==> src/rtl/rtc_bus_arbiter.sv <==
// rtc_bus_arbiter
// Shares the single RTC register-bus transaction engine among three requesters:
// init sequencer (0), time/alarm writer (1) and periodic time reader (2).
// Fixed priority 0 > 1 > 2. A requester that keeps requesting keeps the
// engine for up to BURST_MAX back-to-back grants. Only one transaction is in
// flight at a time. A watchdog aborts a transaction if the engine never
// answers.
module rtc_bus_arbiter #(
    parameter int               TO_W      = 12,
    parameter logic [TO_W-1:0]  TIMEOUT   = 12'd200,
    parameter logic [3:0]       BURST_MAX = 4'd13
) (
    input  logic        clk,
    input  logic        reset,
    input  logic [2:0]  req,
    input  logic [2:0]  wr_en,
    input  logic [23:0] addr_in,
    input  logic [23:0] wdata_in,
    output logic [2:0]  grant,
    output logic [2:0]  done,
    output logic [2:0]  err,
    output logic [7:0]  rdata,
    output logic        busy,
    output logic        bus_start,
    output logic        bus_wr,
    output logic [7:0]  bus_addr,
    output logic [7:0]  bus_wdata,
    input  logic [7:0]  bus_rdata,
    input  logic        bus_done
);

    typedef enum logic [1:0] {
        IDLE     = 2'd0,
        ISSUE    = 2'd1,
        WAIT     = 2'd2,
        COMPLETE = 2'd3
    } state_t;

    state_t          state_r;
    logic [TO_W-1:0] watchdog_r;
    logic [3:0]      burst_cnt_r;
    logic [1:0]      last_r;

    logic [2:0]      last_hot_s;
    logic [2:0]      others_s;
    logic [1:0]      pick_s;
    logic [3:0]      burst_next_s;
    logic            sel_wr_s;
    logic [7:0]      sel_addr_s;
    logic [7:0]      sel_wdata_s;

    // Index (0..2) to one-hot requester mask.
    function automatic logic [2:0] onehot3(input logic [1:0] idx);
        logic [2:0] hot;
        case (idx)
            2'd0:    hot = 3'b001;
            2'd1:    hot = 3'b010;
            2'd2:    hot = 3'b100;
            default: hot = 3'b000;
        endcase
        return hot;
    endfunction

    // Owner choice for the next arbitration: the previous owner stays while it
    // still requests and has burst budget left; otherwise the lowest-index
    // requester other than the previous owner, falling back to the previous
    // owner (with a fresh burst count) when nobody else is waiting.
    always_comb begin
        last_hot_s = onehot3(last_r);
        others_s   = req & ~last_hot_s;
        if (((req & last_hot_s) != 3'b000) && (burst_cnt_r < BURST_MAX)) begin
            pick_s = last_r;
        end else if (others_s[0]) begin
            pick_s = 2'd0;
        end else if (others_s[1]) begin
            pick_s = 2'd1;
        end else if (others_s[2]) begin
            pick_s = 2'd2;
        end else begin
            pick_s = last_r;
        end
        if ((pick_s == last_r) && (burst_cnt_r < BURST_MAX)) begin
            burst_next_s = burst_cnt_r + 4'd1;
        end else begin
            burst_next_s = 4'd1;
        end
    end

    // Operand mux for the chosen requester's byte lanes.
    always_comb begin
        sel_wr_s    = wr_en[pick_s];
        sel_addr_s  = addr_in[{pick_s, 3'b000} +: 8];
        sel_wdata_s = wdata_in[{pick_s, 3'b000} +: 8];
    end

    // Transaction FSM; all outputs are registered and pulses last one cycle.
    always_ff @(posedge clk) begin
        if (reset) begin
            state_r     <= IDLE;
            watchdog_r  <= '0;
            burst_cnt_r <= 4'd0;
            last_r      <= 2'd0;
            grant       <= 3'b000;
            done        <= 3'b000;
            err         <= 3'b000;
            rdata       <= 8'h00;
            busy        <= 1'b0;
            bus_start   <= 1'b0;
            bus_wr      <= 1'b0;
            bus_addr    <= 8'h00;
            bus_wdata   <= 8'h00;
        end else begin
            bus_start <= 1'b0;
            done      <= 3'b000;
            err       <= 3'b000;
            case (state_r)
                IDLE: begin
                    if (req != 3'b000) begin
                        grant       <= onehot3(pick_s);
                        last_r      <= pick_s;
                        burst_cnt_r <= burst_next_s;
                        bus_wr      <= sel_wr_s;
                        bus_addr    <= sel_addr_s;
                        bus_wdata   <= sel_wdata_s;
                        bus_start   <= 1'b1;
                        busy        <= 1'b1;
                        state_r     <= ISSUE;
                    end else begin
                        grant <= 3'b000;
                        busy  <= 1'b0;
                    end
                end
                ISSUE: begin
                    // bus_done in this cycle belongs to nothing we launched.
                    watchdog_r <= '0;
                    state_r    <= WAIT;
                end
                WAIT: begin
                    if (bus_done) begin
                        // A completion beats a simultaneous timeout.
                        if (!bus_wr) begin
                            rdata <= bus_rdata;
                        end else begin
                            rdata <= rdata;
                        end
                        done    <= grant;
                        state_r <= COMPLETE;
                    end else if (watchdog_r == (TIMEOUT - {{(TO_W-1){1'b0}}, 1'b1})) begin
                        done    <= grant;
                        err     <= grant;
                        state_r <= COMPLETE;
                    end else begin
                        watchdog_r <= watchdog_r + {{(TO_W-1){1'b0}}, 1'b1};
                    end
                end
                COMPLETE: begin
                    grant   <= 3'b000;
                    busy    <= 1'b0;
                    state_r <= IDLE;
                end
                default: begin
                    grant   <= 3'b000;
                    busy    <= 1'b0;
                    state_r <= IDLE;
                end
            endcase
        end
    end

endmodule

==> config.mk <==
export PLATFORM = sky130hd
export DESIGN_NAME = rtc_bus_arbiter
export DESIGN_NICKNAME = d
export VERILOG_FILES = /design/src/rtl/rtc_bus_arbiter.sv
export SDC_FILE = /design/constraint.sdc
export NUM_CORES = 1
export LEC_CHECK = 0
export CORE_ASPECT_RATIO = 2
export CORE_MARGIN = 2
export CORE_UTILIZATION = 40
export CTS_CLUSTER_SIZE = 28
export DETAILED_ROUTE_END_ITERATION = 12
export PLACE_DENSITY_LB_ADDON = 0.05
export RECOVER_POWER = 100
export SLEW_MARGIN = 0
export SYNTH_ARGS = -nofsm -noshare
export SYNTH_HDL_FRONTEND = slang
export SYNTH_SLANG_ARGS = --single-unit
==> constraint.sdc <==
create_clock -name clk -period 5.28 [get_ports clk]
set_input_delay 0.528 -clock clk [delete_from_list [all_inputs] [get_ports clk]]
set_output_delay 0.528 -clock clk [all_outputs]
set_load 0.03 [all_outputs]
==> metrics.txt <==
chip height 126 microns; origin of the critical flop-to-flop path burst_cnt_r[0]; Place WS 2.38 ns; status completed; # H-tree levels 2; # IOs 101; Area Overhead vs Synth 34.8%; synth unique cells 58; Worst Skew 0.00453 ns; vias 2,788; final global-route overflow total 0; Yosys reg bits 56; largest net degree at the start of global routing 44; r2r setup slk 2.50 ns; Post-Route Utilization 55.6%; Port Buffers 100; Syn Area/Cell 9.06 sq um; Final period util 60.5%; EDFF count, synth 0; initial core utilization 41.3%; critical path class input pin to flip-flop; clk_lat worst skew 0.29 ns; post-CTS sizing 0; Antenna diodes 0; number of global-route vias before repair 2,714; fin worst setup slack 2.09 ns; crit path DAT 3.40 ns; Leak 1.58 nW; final hold violations 0; clk buf depth 2; clock transition at the registers of the reported paths 0.07 ns; WL/cell 16.0 microns; Layout Nets 492; filler instances 713; RSZ-0062 raised after global routing no; Post-synth top flop dfxtp_1; global-route wire length before repair 13,300 microns; clock buffer count from CTS 5; Die Footprint 0.00825 sq mm; Reg2Reg Depth 7; share of the synthesized area in the top cell type 37.4%; Cell Area, Synth 0.00300 sq mm; startpoint type of the worst setup path input pin; FP Rows 44; hold slack final 0.489 ns; Final GP Congestion 0.781; Net Count, Synth 404; type of the tightest min-delay check flip-flop to flip-flop; crit path capture type flip-flop; synth cell count leaders dfxtp_1, nand2_1, nor2_1; Seq/Total Area, Yosys 37.4%; share of cells above drive strength 1 6.90%; cts hold-fix bufs 0; dpl hpwl 6150 microns; cell taking the most area after synthesis dfxtp_1; Slew Viols, Final 0; RR Endpoint bus_wr; DRT iter0 DRCs 116; Max FO, Critical Path 25; crit path time final 3.19 ns; Setup violations, final 0; FMAX 313 MHz; synth top area cells dfxtp_1, nand2_1, nor2_1; Slew HR 7.01%; Slew @ Worst Pin 1.39 ns; clock sinks 56; peak supply drop 0.231 mV; Pwr Total 1.74 mW; vias per cell 5.45; initial antenna violation count 0; Setup TNS Final 0 ns; worst path required time 5.48 ns; most common cell in the netlist dfxtp_1; post-CTS setup buffer count 0; Total Routing Usage GR 20.8%; Post-route DRC 0; CTS Root Buffer Type clkbuf_16; pwr/cell area 430 mW/mm^2; yosys warns 0; Die Span X 65.2 microns; Worst Setup EP bus_wr; share of synthesized registers carrying an async set or reset 0%; post-synthesis cell count 331; routed wire length 8180 microns; CP Launch Point req[0]; count of TritonRoute iterations in the first routing pass 4; TritonCTS clock tree done; antenna viol nets, final 0; Core Box Area 0.00727 sq mm; Max Cap Viol 0
area by class of cell:
type                            instances  area, sq um  area share (%)
Clock buffer                            6          129            3.19
Clock inverter                          2         16.3           0.402
Inverter                                6         22.5           0.557
Multi-Input combinational cell        248         1630            40.4
Sequential cell                        56         1120            27.7
Tap cell                               92          115            2.85
Timing Repair Buffer                  102         1010            24.9
metrics by stage:
step | instance area [sq um] | instances
2_1_floorplan | 3000 | 331
3_3_place_gp | 3980 | 504
3_5_place_dp | 3980 | 504
4_1_cts | 4120 | 512
5_1_grt | 4040 | 512
6_report | 4040 | 512
power by group:
| part | internal (mW) | switching, mW | leakage [nW] |
|---|---|---|---|
| Sequential | 0.515 | 0.0653 | 0.458 |
| Clock | 0.177 | 0.150 | 0.0671 |
| Combinational | 0.335 | 0.498 | 1.05 |
| Total | 1.03 | 0.714 | 1.58 |
critical path, cell delays in order:
cell           delay [ns]
dlygate4sd3_1        0.71
nor3_1               0.58
nand2b_1             0.18
clkbuf_1             0.90
a221oi_1             0.17
a311oi_2             0.33
placed cells by master (no fill, tap or decap), types with 2 or more instances in the layout:
master and n:
or3_1 2, xor2_1 6, o21ai_0 4, clkbuf_1 2, dlygate4sd3_1 37, a21oi_1 10
clkdlybuf4s50_1 62, nor3_1 9, nand2b_1 6, a211oi_1 4, a221oi_1 17, nor2_1 50
a31oi_1 4, nor3b_1 3, clkbuf_16 5, nand3_1 10, nand2_1 49, a311oi_2 9
dfxtp_1 56, mux2i_1 10, and2_0 5, a22oi_1 2, a311oi_1 8, and4_1 2
nand3b_1 2, ha_1 8, inv_1 5, xnor2_1 3, nor2b_1 2
state kept, by name, indices dropped and copies added, names as in the netlist:
register,flops
last_r,2
err,3
rdata,8
grant,3
done,3
bus_wr,1
busy,1
bus_wdata,8
bus_start,1
watchdog_r,12
bus_addr,8
state_r,2
burst_cnt_r,4
layer usage:
layer  share of wire, %  vias up  GRT usage [%]
li1                   -     1363              -
met1                 35     1345           21.7
met2                 60       73           40.4
met3                3.4        7           3.19
met4                1.4        0           6.86
met5                  0        -              0
kinds of logic after synthesis:
logic type	share of synthesized area, %
flops	37.4
mux	3.71
fa+ha+maj	3.34
compound gates	22.2
simple gates	25.1
xor+xnor	2.63
buf+inv	5.67
worst min path at each step:
stage / slack, ns / endpoint / startpoint / cells after the start
after floorplan: 0.46 / burst_cnt_r[1] / burst_cnt_r[1] / 2
after global placement: 0.47 / rdata[6] / rdata[6] / 2
after detailed placement: 0.49 / rdata[6] / rdata[6] / 2
after CTS: 0.50 / burst_cnt_r[1] / burst_cnt_r[1] / 2
after global routing: 0.52 / rdata[1] / rdata[1] / 2
final: 0.49 / rdata[6] / rdata[6] / 2
Power figures use the tool's default switching activity.
